**src/rtl/uart_pkg.sv**
```systemverilog
// Shared types and constants for the word-oriented UART transmitter.
package uart_pkg;

    typedef enum logic [1:0] {IDLE, START, DATA, STOP} tx_state_t;

    localparam int FRAME_BITS     = 10;
    localparam int BYTES_PER_WORD = 2;
    localparam int WORD_BITS      = 8 * BYTES_PER_WORD;

endpackage

```
**src/rtl/uart_word_tx_if.sv**
```systemverilog
// Core-side word channel: word plus valid level toward the transmitter, done pulse back.
interface uart_word_tx_if;
    import uart_pkg::*;

    logic [WORD_BITS-1:0] data_in;
    logic                 data_in_valid;
    logic                 tx_done;

    modport master (output data_in, output data_in_valid, input tx_done);
    modport slave  (input data_in, input data_in_valid, output tx_done);

endinterface

```
**src/rtl/sync_fifo.sv**
```systemverilog
// Single-clock FIFO with a wrap bit on each pointer; a push into a full FIFO
// is accepted only when a pop happens in the same cycle.
module sync_fifo #(
    parameter int WIDTH = 16,
    parameter int DEPTH = 4
) (
    input  logic             clk,
    input  logic             rstb,
    input  logic             push,
    input  logic             pop,
    input  logic [WIDTH-1:0] wdata,
    output logic [WIDTH-1:0] rdata,
    output logic             full,
    output logic             empty
);
    localparam int AW = $clog2(DEPTH);
    localparam logic [AW:0] PTR_ONE = 1;

    logic [WIDTH-1:0] mem [DEPTH];
    logic [AW:0]      wr_ptr;
    logic [AW:0]      rd_ptr;
    logic             do_push;
    logic             do_pop;

    assign empty   = (wr_ptr == rd_ptr);
    assign full    = (wr_ptr[AW] != rd_ptr[AW]) && (wr_ptr[AW-1:0] == rd_ptr[AW-1:0]);
    assign do_pop  = pop && !empty;
    assign do_push = push && (!full || do_pop);
    assign rdata   = mem[rd_ptr[AW-1:0]];

    // NOTE: non-blocking assignments so every register samples pre-edge values.
    always_ff @(posedge clk or negedge rstb) begin
        if (!rstb) begin
            wr_ptr <= '0;
            rd_ptr <= '0;
        end else begin
            if (do_push) wr_ptr <= wr_ptr + PTR_ONE;
            if (do_pop)  rd_ptr <= rd_ptr + PTR_ONE;
        end
    end

    // NOTE: storage is deliberately not reset; the pointers alone define which entries are valid.
    always_ff @(posedge clk) begin
        if (do_push) mem[wr_ptr[AW-1:0]] <= wdata;
    end

endmodule

```
**src/rtl/uart_word_tx.sv**
```systemverilog
// Buffers 16-bit words from the core and sends each as two 8N1 frames, low byte first,
// pulsing tx_done in the last cycle of the high byte's stop bit.
module uart_word_tx
    import uart_pkg::*;
#(
    parameter int CLKS_PER_BIT = 16,
    parameter int FIFO_DEPTH   = 4
) (
    input  logic           clk,
    input  logic           rstb,
    uart_word_tx_if.slave  core,
    output logic           tx_serial,
    output logic           tx_busy,
    output logic           fifo_full,
    output logic           overflow
);
    localparam int BW = (CLKS_PER_BIT > 2) ? $clog2(CLKS_PER_BIT) : 1;
    localparam logic [BW-1:0] BAUD_LAST = BW'(CLKS_PER_BIT - 1);
    localparam logic [BW-1:0] BAUD_ONE  = 1;

    tx_state_t            state;
    logic [BW-1:0]        baud_cnt;
    logic [2:0]           bit_cnt;
    logic                 byte_sel;
    logic [WORD_BITS-1:0] shreg;
    logic                 valid_prev;
    logic                 done_q;

    logic                 push;
    logic                 fifo_pop;
    logic                 fifo_empty;
    logic [WORD_BITS-1:0] fifo_rdata;
    logic                 baud_last;

    assign push      = core.data_in_valid && !valid_prev;
    assign baud_last = (baud_cnt == BAUD_LAST);
    // Pop on leaving IDLE, or at the end of a word's last stop bit when more words wait.
    assign fifo_pop  = !fifo_empty &&
                       ((state == IDLE) || (state == STOP && baud_last && byte_sel));
    assign tx_busy   = !fifo_empty || (state != IDLE);
    assign core.tx_done = done_q;

    sync_fifo #(.WIDTH(WORD_BITS), .DEPTH(FIFO_DEPTH)) u_fifo (
        .clk   (clk),
        .rstb  (rstb),
        .push  (push),
        .pop   (fifo_pop),
        .wdata (core.data_in),
        .rdata (fifo_rdata),
        .full  (fifo_full),
        .empty (fifo_empty)
    );

    always_ff @(posedge clk or negedge rstb) begin
        if (!rstb) begin
            state      <= IDLE;
            baud_cnt   <= '0;
            bit_cnt    <= '0;
            byte_sel   <= 1'b0;
            shreg      <= '0;
            tx_serial  <= 1'b1;
            done_q     <= 1'b0;
            valid_prev <= 1'b0;
            overflow   <= 1'b0;
        end else begin
            valid_prev <= core.data_in_valid;
            done_q     <= 1'b0;
            if (push && fifo_full && !fifo_pop) overflow <= 1'b1;

            case (state)
                IDLE: begin
                    tx_serial <= 1'b1;
                    if (!fifo_empty) begin
                        shreg    <= fifo_rdata;
                        byte_sel <= 1'b0;
                        baud_cnt <= '0;
                        state    <= START;
                    end
                end
                START: begin
                    tx_serial <= 1'b0;
                    if (baud_last) begin
                        baud_cnt <= '0;
                        bit_cnt  <= '0;
                        state    <= DATA;
                    end else begin
                        baud_cnt <= baud_cnt + BAUD_ONE;
                    end
                end
                DATA: begin
                    tx_serial <= shreg[0];
                    if (baud_last) begin
                        baud_cnt <= '0;
                        shreg    <= shreg >> 1;
                        if (bit_cnt == 3'd7) state <= STOP;
                        else                 bit_cnt <= bit_cnt + 3'd1;
                    end else begin
                        baud_cnt <= baud_cnt + BAUD_ONE;
                    end
                end
                STOP: begin
                    tx_serial <= 1'b1;
                    if (baud_last) begin
                        baud_cnt <= '0;
                        if (!byte_sel) begin
                            // High byte is already in shreg[7:0] after eight shifts.
                            byte_sel <= 1'b1;
                            state    <= START;
                        end else begin
                            done_q <= 1'b1;
                            if (!fifo_empty) begin
                                shreg    <= fifo_rdata;
                                byte_sel <= 1'b0;
                                state    <= START;
                            end else begin
                                state <= IDLE;
                            end
                        end
                    end else begin
                        baud_cnt <= baud_cnt + BAUD_ONE;
                    end
                end
                default: state <= IDLE;
            endcase
        end
    end

endmodule

```
**src/flat_wrapper.sv**
```systemverilog
// flat-port wrapper written by rule: the top's interface ports become plain ports
module uart_word_tx_flat import uart_pkg::*;
#(
    parameter int CLKS_PER_BIT = 16,
    parameter int FIFO_DEPTH   = 4
)
  (clk, rstb, tx_serial, tx_busy, fifo_full, overflow, core_data_in, core_data_in_valid, core_tx_done);
  uart_word_tx_if core_i ();
  input  logic clk;
  input  logic rstb;
  output logic tx_serial;
  output logic tx_busy;
  output logic fifo_full;
  output logic overflow;
  input wire logic [$bits(core_i.data_in)-1:0] core_data_in;
  input wire logic [$bits(core_i.data_in_valid)-1:0] core_data_in_valid;
  output wire logic [$bits(core_i.tx_done)-1:0] core_tx_done;
  assign core_i.data_in = core_data_in;
  assign core_i.data_in_valid = core_data_in_valid;
  assign core_tx_done = core_i.tx_done;
  uart_word_tx #(.CLKS_PER_BIT(CLKS_PER_BIT), .FIFO_DEPTH(FIFO_DEPTH)) u_core (.clk(clk), .rstb(rstb), .core(core_i), .tx_serial(tx_serial), .tx_busy(tx_busy), .fifo_full(fifo_full), .overflow(overflow));
endmodule
```
**config.mk**
```make
export PLATFORM = sky130hd
export DESIGN_NAME = uart_word_tx_flat
export DESIGN_NICKNAME = d
export VERILOG_FILES = /design/src/rtl/uart_pkg.sv /design/src/rtl/uart_word_tx_if.sv /design/src/rtl/sync_fifo.sv /design/src/rtl/uart_word_tx.sv /design/src/flat_wrapper.sv
export SDC_FILE = /design/constraint.sdc
export NUM_CORES = 1
export LEC_CHECK = 0
export BUFFER_PORTS_ARGS = -buffer_cell sky130_fd_sc_hd__buf_2
export CORE_MARGIN = 2
export CORE_UTILIZATION = 40
export CTS_CLUSTER_DIAMETER = 100
export CTS_CLUSTER_SIZE = 24
export DETAILED_ROUTE_END_ITERATION = 16
export GPL_TIMING_DRIVEN = 0
export SLEW_MARGIN = 40
export SYNTH_ARGS = -nofsm -noshare
export SYNTH_HDL_FRONTEND = slang
export SYNTH_SLANG_ARGS = --single-unit
```
**constraint.sdc**
```tcl
create_clock -name clk -period 2.3 [get_ports clk]
set_input_delay 0 -clock clk [delete_from_list [all_inputs] [get_ports clk]]
set_output_delay 0 -clock clk [all_outputs]
set_load 0.01 [all_outputs]
```
**Word level (Yosys, flattened, before mapping)**

Memory sizes are Yosys's and may differ from the RTL's.
Cells that the tools add are included.

- Flip-flop bits (word level): 36
- Memory bits (writable): 64
- Bits of input ports: 19
- Output and inout bits: 5
- Word-level logic and storage cells: 89
- Memories kept: 1

- Add/subtract/negate cells: 4
- Equality and inequality tests: 15
- Multiplexer cells: 31
- Reductions and logical operators: 27

Memory list:

| memory | depth | bits a word | read ports | clocked after Yosys merged registers in | wr ports | line | RTL |
|---|---|---|---|---|---|---|---|
| u_core.u_fifo.mem | 4 | 16 | 1 | 0 | 1 | sync_fifo.sv:19 | `logic [WIDTH-1:0] mem [DEPTH];` |

Operators by type and width:

| operator | number |
|---|---|
| 16-bit two-way mux | 4 |
| 16-bit one-hot mux with 3 select lines | 1 |
| 2-bit two-way mux | 6 |
| 1-bit two-way mux | 10 |
| 2-bit by 1-bit inequality test with 1-bit output (second input constant) | 5 |
| 3-bit by 1-bit adder with 3-bit output (second input constant) | 3 |
| 1-bit logical AND | 9 |
| 3-bit two-way mux | 3 |
| 4-bit two-way mux | 2 |
| 2-bit one-hot mux with 4 select lines | 1 |
| 4-bit one-hot mux with 2 select lines | 1 |
| 4-bit AND reduction | 2 |
| 3-bit one-hot mux with 2 select lines | 1 |
| 2-bit nonzero test | 3 |
| 5-bit AND reduction | 1 |
| 4-bit by 1-bit adder with 4-bit output (second input constant) | 1 |
| 2-bit == test (second input constant) | 2 |
| 4-bit == test (second input constant) | 1 |
| 1-bit logical NOT | 4 |
| 2-bit inequality test (second input constant) | 2 |
| 3-bit == test | 1 |
| 3-bit == test (second input constant) | 1 |
| 1-bit logical OR | 3 |
| 1-bit one-hot mux with 3 select lines | 1 |
| 9 further kinds | 9 |

**Depth between registers and ports, before layout**

Gate-level depths: netlist of run 1.

- Word-level depth: 10
- Depth in mapped cells: 8
- Depth with buffers taken out: 6

**Cells and area by module**

From an unflattened synthesis of run 1, not the netlist that was laid out.

- Cells, all modules: 263
- Area total of the unflattened synthesis: 4425.5 µm²

By module, submodules not included:

| module | instances | cells each | area each (µm²) | seq. area each (µm²) |
|---|---|---|---|---|
| sync_fifo | 1 | 130 | 2766.4 | 2072.0 |
| uart_word_tx | 1 | 133 | 1659.1 | 752.0 |

**Least setup slack after synthesis of run 1**

Ideal clock, no wire load.

- Path type: register to register
- Start point: reg u_core.baud_cnt[0]
- End point: mem u_core.u_fifo.mem[3][0], enable pin
- Library setup time: 0.391 ns
- Data arrival time: 1.858 ns
- Required time: 1.909 ns
- Setup slack: 0.051 ns
- Stages on the path, launching flop included: 6
- Path buffers: 1
- Clock period less this slack: 2.249 ns
- Path through: dfrtp_1 -> ha_1 -> and3_1 -> buf_2 -> a31oi_1 -> a211oi_2

- Word-level cells in the longest chain between the ends: 10

RTL lines:

| element | line | RTL |
|---|---|---|
| start: declaration | uart_word_tx.sv:22 | `logic [BW-1:0] baud_cnt;` |
| start signal: assignment | uart_word_tx.sv:87 | `baud_cnt <= baud_cnt + BAUD_ONE;` |
| start signal: assignment | uart_word_tx.sv:98 | `baud_cnt <= baud_cnt + BAUD_ONE;` |
| start signal: assignment | uart_word_tx.sv:120 | `baud_cnt <= baud_cnt + BAUD_ONE;` |
| 4-bit == test | uart_word_tx.sv:36 | `assign baud_last = (baud_cnt == BAUD_LAST);` |
| 1-bit logical AND (2 in a row) | uart_word_tx.sv:39 | `((state == IDLE) \|\| (state == STOP && baud_last && byte_sel));` |
| 1-bit logical OR | uart_word_tx.sv:39 |  |
| 1-bit logical AND | uart_word_tx.sv:38 | `assign fifo_pop = !fifo_empty &&` |
| 1-bit logical AND | sync_fifo.sv:27 | `assign do_pop = pop && !empty;` |
| 1-bit logical OR | sync_fifo.sv:28 | `assign do_push = push && (!full \|\| do_pop);` |
| 1-bit logical AND | sync_fifo.sv:28 |  |
| 1-bit two-way mux | sync_fifo.sv:44 | `if (do_push) mem[wr_ptr[AW-1:0]] <= wdata;` |
| 1-bit two-way mux (not written as such) | sync_fifo.sv:44 |  |
| end: declaration | sync_fifo.sv:19 |  |

Every way passes these cells.

**Worst setup path after layout of run 1**

- Start point: reg u_core.baud_cnt[0]
- End point: mem u_core.u_fifo.mem[2][7], enable pin

Same word-level chain as after synthesis.

==> results by group, run 1 <==
Synthesis
  • Syn nets: 284
  • Number of enable flip-flop cells after synthesis: 64
  • Share of synthesized flip-flops with an asynchronous set or reset: 0.360
  • Cell types with the largest area share after synthesis: edfxtp_1 (44%), dfrtp_1 (20%), mux4_2 (7.2%)
  • Synth top area share: 0.438
  • Register area share after synthesis: 0.643
  • Gate Count Post-Synth: 251
  • Dominant register cell in the synthesized netlist: edfxtp_1
  • Synthesis Warnings: 0
  • Biggest area consumer among synthesized cells: edfxtp_1
  • Number of distinct standard cells referenced by the synthesized netlist: 48
  • Yosys reg bits: 100
  • Mean instance size in the synthesized netlist: 17.5 um^2
  • Mapped cell area: 4390 um^2

Finish
  • ANT cells: 0
  • Fraction of the core area covered by cells at the end of the flow: 0.471
  • Final #Nets: 338
  • Commonest cells after routing, fill and taps aside: edfxtp_1 (64), dfrtp_1 (35), mux2_2 (25)
  • Fraction of final layout cells sized beyond drive strength 1: 0.352
  • Most frequent standard cell in the layout excluding fill and tap cells: edfxtp_1
  • Layout-stage area growth over the synthesis result: 15.6%

STA
  • Pins Over Slew Limit: 0
  • Setup_tns: 0 ns
  • RSZ-0062 raised after global routing: no
  • Worst Tran Pin Value: 0.620 ns
  • Worst setup margin: 0.153 ns
  • Max transition margin: 0.587
  • Endpoints failing hold: 0
  • Min Tclk post-route: 2.15 ns
  • Final setup viols: 0
  • Worst hold margin: around 0.14 ns
  • Part of the cycle the worst path needs: 0.934
  • Peak Freq: 0.466 GHz
  • Clock tree skew after final layout: slightly above 0.01 ns

Clock tree
  • Total clock sinks: 100
  • CTS tree: built
  • Number of buffers added by the clock tree synthesis step: 9
  • Max H-tree Level: 3
  • Post-CTS clock slew at the launch and capture registers of the worst setup and hold paths: 0.10 ns
  • CTS root buf: clkbuf_8
  • Clock Latency Late Sink: 0.36 ns
  • Longest Clk Path Bufs: 2

Worst setup path
  • Critical path type: flop to flop
  • Sort of element at the start of the critical path: flop
  • Worst-path maximum fanout: 16
  • Kind of capture point of the worst setup path: flop
  • Data arrival time of the critical path: 2.18 ns
  • Critical path, cell by cell: ha_1, and3_1, buf_2, a31oi_2, a21oi_2, and2_4
  • Cell type of the slowest stage on the worst timing path: dfrtp_1
  • Worst path required time: about 2.3 ns
  • Delay of the slowest cell on the worst path: 0.40 ns
  • Worst-case reg-to-reg path depth: 6
  • Worst R2R Setup Slack: between 0.15 and 0.2 ns

Floorplanning
  • Starting density of the core: 0.407
  • Die Footprint: 11800 um^2
  • Top-Level Pins: 24
  • Die span in y: approximately 110 um
  • Floorplan die width: 109 um
  • Core Area: about 11000 um^2
  • Row Count: 38

Power and ir drop
  • P per Cell Area: 1240 nW/um^2
  • Power consumption: approximately 6300 uW
  • VDD IR max: 551 uV
  • Static leakage: 0.00194 uW

GRT
  • Met2 Resource Use GR: 0.230
  • First-pass GRT wire length: 12100 um
  • Leftover overflow at the end of global routing: 0
  • Largest net degree at the start of global routing: 37
  • Met1 capacity usage during global routing: 0.178
  • Combined global-route utilization of all metal layers: 0.138
  • Via count of the first global-routing pass: 2324
  • Layer with the highest usage after global routing: met2
  • Grt met3 use: 0.0395
  • Antenna violations before repair: 0

Placement
  • Estimated wirelength of the detail-placed design: ~4600 um
  • Count of buffers inserted at the top-level ports: 23
  • Global placer's final weighted congestion: just under 0.8
  • Dpl ws: -0.146 ns

Flow run
  • Number of maximum-capacitance constraint violations: 0

Detailed routing
  • Total number of vias: 2199
  • Drt drc: 0
  • Remaining antenna violation count: 0
  • Routed wire length: a little over 7000 um
  • Via-per-instance ratio: 4.89
  • Routed wire per std cell: 15.8 um
  • Number of DRC markers in iteration 0: 88
  • Detailed-router iteration count before antenna repair: 4

Run status
  • Run status: complete, no violations

Min path
  • Worst hold path class: primary input to async pin
## through the flow
stage	std cells	cell area (um^2)
final	450	5080
after global routing	450	5080
after CTS	450	5080
after detailed placement	415	4700
after global placement	414	4680
after floorplan	251	4390
## cell type report
class                   instances  area, um^2
repair buffers                 43         313
clock buffers                  10         128
inverters                       9        33.8
flip-flops and latches        100        2820
plain buffers                  10        85.1
well taps                     140         175
fillers                       920        5710
clock inverters                 6        46.3
multi-input cells             132        1470
## worst paths after layout
path,from,endpoint
worst max register to register,u_core.baud_cnt[0]$_DFFE_PN0N_,u_core.u_fifo.mem[2][7]$_DFFE_PP_
worst min register to register,u_core.overflow$_DFFE_PN0P_,u_core.overflow$_DFFE_PN0P_
min in group clk,core_data_in_valid,u_core.valid_prev$_DFF_PN0_
max in group asynchronous,rstb,u_core.tx_serial$_DFF_PN1_
worst min-delay path,rstb,u_core.shreg[1]$_DFFE_PN0P_
worst max-delay path,u_core.baud_cnt[0]$_DFFE_PN0N_,u_core.u_fifo.mem[2][7]$_DFFE_PP_
## state kept, by name (all words and copies together), names as in the netlist
| signal | flops |
|---|---|
| u_core.u_fifo.rd_ptr | 3 |
| u_core.core.tx_done | 1 |
| u_core.valid_prev | 1 |
| u_core.state | 2 |
| u_core.shreg | 16 |
| u_core.bit_cnt | 3 |
| u_core.u_fifo.mem | 64 |
| u_core.tx_serial | 1 |
| u_core.overflow | 1 |
| u_core.byte_sel | 1 |
| u_core.baud_cnt | 4 |
| u_core.u_fifo.wr_ptr | 3 |
## worst max-delay path: cells and delay by family (launching register included)
kind	cells	cell delay, ns
AOI/OAI and AO/OA	2	0.52
adders and majority gates	1	0.20
buffers and inverters	1	0.18
DFF	1	0.40
and+or+nand+nor	2	0.54
## kinds of logic after synthesis
group                    count (synthesis)  share of synthesized area
AO/OA/AOI/OAI                           27                     0.0416
buffers and inverters                   19                     0.0262
flip-flops                             100                      0.643
multiplexers                            51                      0.182
AND/OR/NAND/NOR                         32                     0.0410
adder cells (fa/ha/maj)                 14                     0.0399
XOR/XNOR                                 8                     0.0262
## layer usage
metal	vias up	routed length [um]
li1	1065	-
met1	1103	3330
met2	25	3550
met3	6	189
met4	0	54
met5	-	0
## synth_stat cells (all sizes together), types with 2 or more instances
cell type and number:
xnor2 5, edfxtp 64, a22o 2, mux2 35, a22oi 2, inv 9, nor2 4, a21oi 5
mux4 16, and3 3, ha 14, buf 9, xor2 3, o21ai 8, a31oi 2, and2 4
dfrtp 35, nand2b 2, nor2b 3, nand2 9, nand3 2
## timing repair
item | CTS | global route
hold buffers | 18 | 0
gates resized for setup | 5 | 1
buffers inserted | 1 | 0
endpoints found under the hold margin | 101 | 0
endpoints found under the setup margin | 64 | 5
pin swaps | 1 | 0
## report_power, final
part           total, uW  switching (uW)  internal (uW)
clock network       1020             610            408
logic               2650            1170           1480
registers           2610             248           2360
Note: power is estimated with default switching activity, not from simulation.
==> run 2: changes to the inputs <==
- CORE_UTILIZATION: 40 -> 42
==> run 2 against run 1 <==
Worst setup slack improved by 0.040 ns; power rose by 1.4%; core utilization rose by 3.4 points; design area rose by 1.6%; sequential power barely moved; sequential share of layout area fell by 0.86 points; highest routed layer unchanged.
==> results by group, run 2 (same netlist as run 1, synthesis figures left out) <==
Run status
  • Run status: complete, no violations

STA
  • Part of the cycle the worst path needs: 0.916
  • Endpoints failing hold: 0
  • Clock tree skew after final layout: 0.0127 ns
  • Peak Freq: between 0.4 and 0.5 GHz
  • Worst Tran Pin Value: ~0.48 ns
  • Min Tclk post-route: 2.11 ns
  • Max transition margin: 0.680
  • Pins Over Slew Limit: 0
  • Worst hold margin: 0.120 ns
  • RSZ-0062 raised after global routing: no
  • Final setup viols: 0

GRT
  • Combined global-route utilization of all metal layers: 0.144
  • Antenna violations before repair: 0
  • Largest net degree at the start of global routing: 37
  • First-pass GRT wire length: 12200 um
  • Leftover overflow at the end of global routing: 0
  • Via count of the first global-routing pass: 2330

Worst setup path
  • Data arrival time of the critical path: 2.36 ns
  • Kind of capture point of the worst setup path: flop
  • Critical path, cell by cell: inv_1, ha_1, clkbuf_1, nor2_1, o221a_1, buf_6, buf_8, mux2_4
  • Worst-path maximum fanout: 10
  • Worst R2R Setup Slack: just under 0.2 ns
  • RR Startpoint: u_core.state[0]$_DFFE_PN0P_
  • Worst-case reg-to-reg path depth: 8
  • Delay of the slowest cell on the worst path: 0.44 ns
  • Sort of element at the start of the critical path: flop
  • Reg-to-reg critical path endpoint: u_core.shreg[14]$_DFFE_PN0P_
  • Critical path type: flop to flop
  • Worst path required time: ~2.6 ns
  • Cell type of the slowest stage on the worst timing path: dfrtp_1

Floorplanning
  • Die Footprint: 11300 um^2
  • Top-Level Pins: 24
  • Row Count: 37
  • Starting density of the core: 0.429
  • Core Area: 10200 um^2
  • Die span in y: between 100 and 150 um
  • Floorplan die width: around 110 um

Clock tree
  • Max H-tree Level: 3
  • CTS root buf: clkbuf_8
  • Number of buffers added by the clock tree synthesis step: 9
  • Post-CTS clock slew at the launch and capture registers of the worst setup and hold paths: roughly 0.1 ns
  • Longest Clk Path Bufs: 2
  • Total clock sinks: 100
  • Clock Latency Late Sink: 0.36 ns
  • CTS tree: built

Power and ir drop
  • Static leakage: a little under 0.002 uW
  • Sequential fraction of design power: 0.411
  • Switching power as a share of total power: 0.326
  • Pint: approximately 4300 uW
  • VDD IR max: roughly 460 uV
  • P per Cell Area: 1230 nW/um^2
  • Relative contribution of combinational cells to total power: 0.429
  • Power spent charging and discharging nets: between 2000 and 2500 uW
  • Part of the total power dissipated in the clock network: 0.160

Finish
  • Sequential cell area: 2820 um^2
  • Layout-stage area growth over the synthesis result: 17.5%
  • Commonest cells after routing, fill and taps aside: edfxtp_1 (64), dfrtp_1 (35), mux2_2 (25)
  • Multi-input logic area: 1500 um^2
  • Fill cell count: between 800 and 900
  • Most frequent standard cell in the layout excluding fill and tap cells: edfxtp_1
  • Fraction of the core area covered by cells at the end of the flow: 0.504
  • Final #Nets: 341
  • Flip-flop count of the largest register, all copies and words added: 64
  • Fraction of final layout cells sized beyond drive strength 1: 0.364
  • ANT cells: 0

Flow run
  • Number of maximum-capacitance constraint violations: 0

Detailed routing
  • Total number of vias: between 2000 and 2500
  • Met1 routed wirelength after detailed routing: 3440 um
  • Detail Route met2 WL: about 3800 um
  • Routed wire per std cell: 16.7 um
  • Drt drc: 0
  • Routed wire length: 7520 um
  • Met3 layer wire length in the routed design: 146 um
  • Detailed-router iteration count before antenna repair: 4
  • Remaining antenna violation count: 0
  • Via-per-instance ratio: roughly 5
  • Number of DRC markers in iteration 0: between 80 and 90
  • Top layer reached by signal wires: met4

Placement
  • Global placer's final weighted congestion: 0.706
  • Estimated wirelength of the detail-placed design: 4700 um
  • Count of buffers inserted at the top-level ports: 23

Min path
  • Worst hold path class: primary input to async pin
-- run 2: power groups by stage --
stage	combinational (uW)	clock, uW	sequential, uW
finish	2730	1020	2610
global route	3010	1110	2670
CTS	2700	1050	2620
detailed placement	2660	0	2650
global placement	2590	0	2640
floorplan	2140	0	2600
-- run 2: per-stage QoR --
stage	setup TNS, ns	worst slack, ns	std cells	total power (uW)	cell area (um^2)
floorplan	0	0.0507	251	4740	4390
global placement	-30.39	-0.755	410	5220	4680
detailed placement	-6.66	-0.149	412	5320	4710
CTS	-2.64	-0.0716	446	6370	5070
global route	0	0.0630	449	6790	5160
finish	0	0.193	449	6370	5160
-- run 2: layout make-up --
type | instances | area share
Tap cell | 136 | 0.0330
Inverter | 9 | 0.00703
Multi-Input combinational cell | 133 | 0.290
Sequential cell | 100 | 0.547
Clock buffer | 10 | 0.0247
Timing Repair Buffer | 47 | 0.0737
Clock inverter | 6 | 0.00946
Buffer | 8 | 0.0143
-- run 2: how the worst max path moves through the flow --
stage	start	end	slack [ns]	cells after the start
after detailed placement	u_core.state[0]$_DFFE_PN0P_	u_core.shreg[11]$_DFFE_PN0P_	-0.15	7
after CTS	u_core.baud_cnt[0]$_DFFE_PN0N_	u_core.u_fifo.mem[0][6]$_DFFE_PP_	-0.07	6
after global placement	u_core.baud_cnt[0]$_DFFE_PN0N_	u_core.u_fifo.mem[3][13]$_DFFE_PP_	-0.76	5
final	u_core.state[0]$_DFFE_PN0P_	u_core.shreg[14]$_DFFE_PN0P_	0.19	8
after floorplan	u_core.baud_cnt[0]$_DFFE_PN0N_	u_core.u_fifo.mem[3][0]$_DFFE_PP_	0.05	5
after global routing	u_core.state[0]$_DFFE_PN0P_	u_core.shreg[5]$_DFFE_PN0P_	0.06	8
-- run 2: per-layer routing --
layer,vias to the layer above,GRT usage
li1,1071,-
met1,1148,0.187
met2,29,0.240
met3,11,0.0227
met4,0,0.0592
met5,-,0
-- run 2: worst max-delay path: cells and delay by family, from the launching register on --
family,cells,cell delay [ns]
adder cells (fa/ha/maj),1,0.16
AO/OA/AOI/OAI,1,0.24
multiplexers,1,0.30
flip-flops,1,0.44
buffers and inverters,4,0.75
AND/OR/NAND/NOR,1,0.10
-- run 2: timing repair --
action / CTS / global route
setup buffers: 0 / 4
pin swaps: 0 / 5
setup endpoints to repair: 55 / 65
endpoints found under the hold margin: 101 / 0
hold buffers: 18 / 0
resized for setup: 2 / 6
cloned: 0 / 1
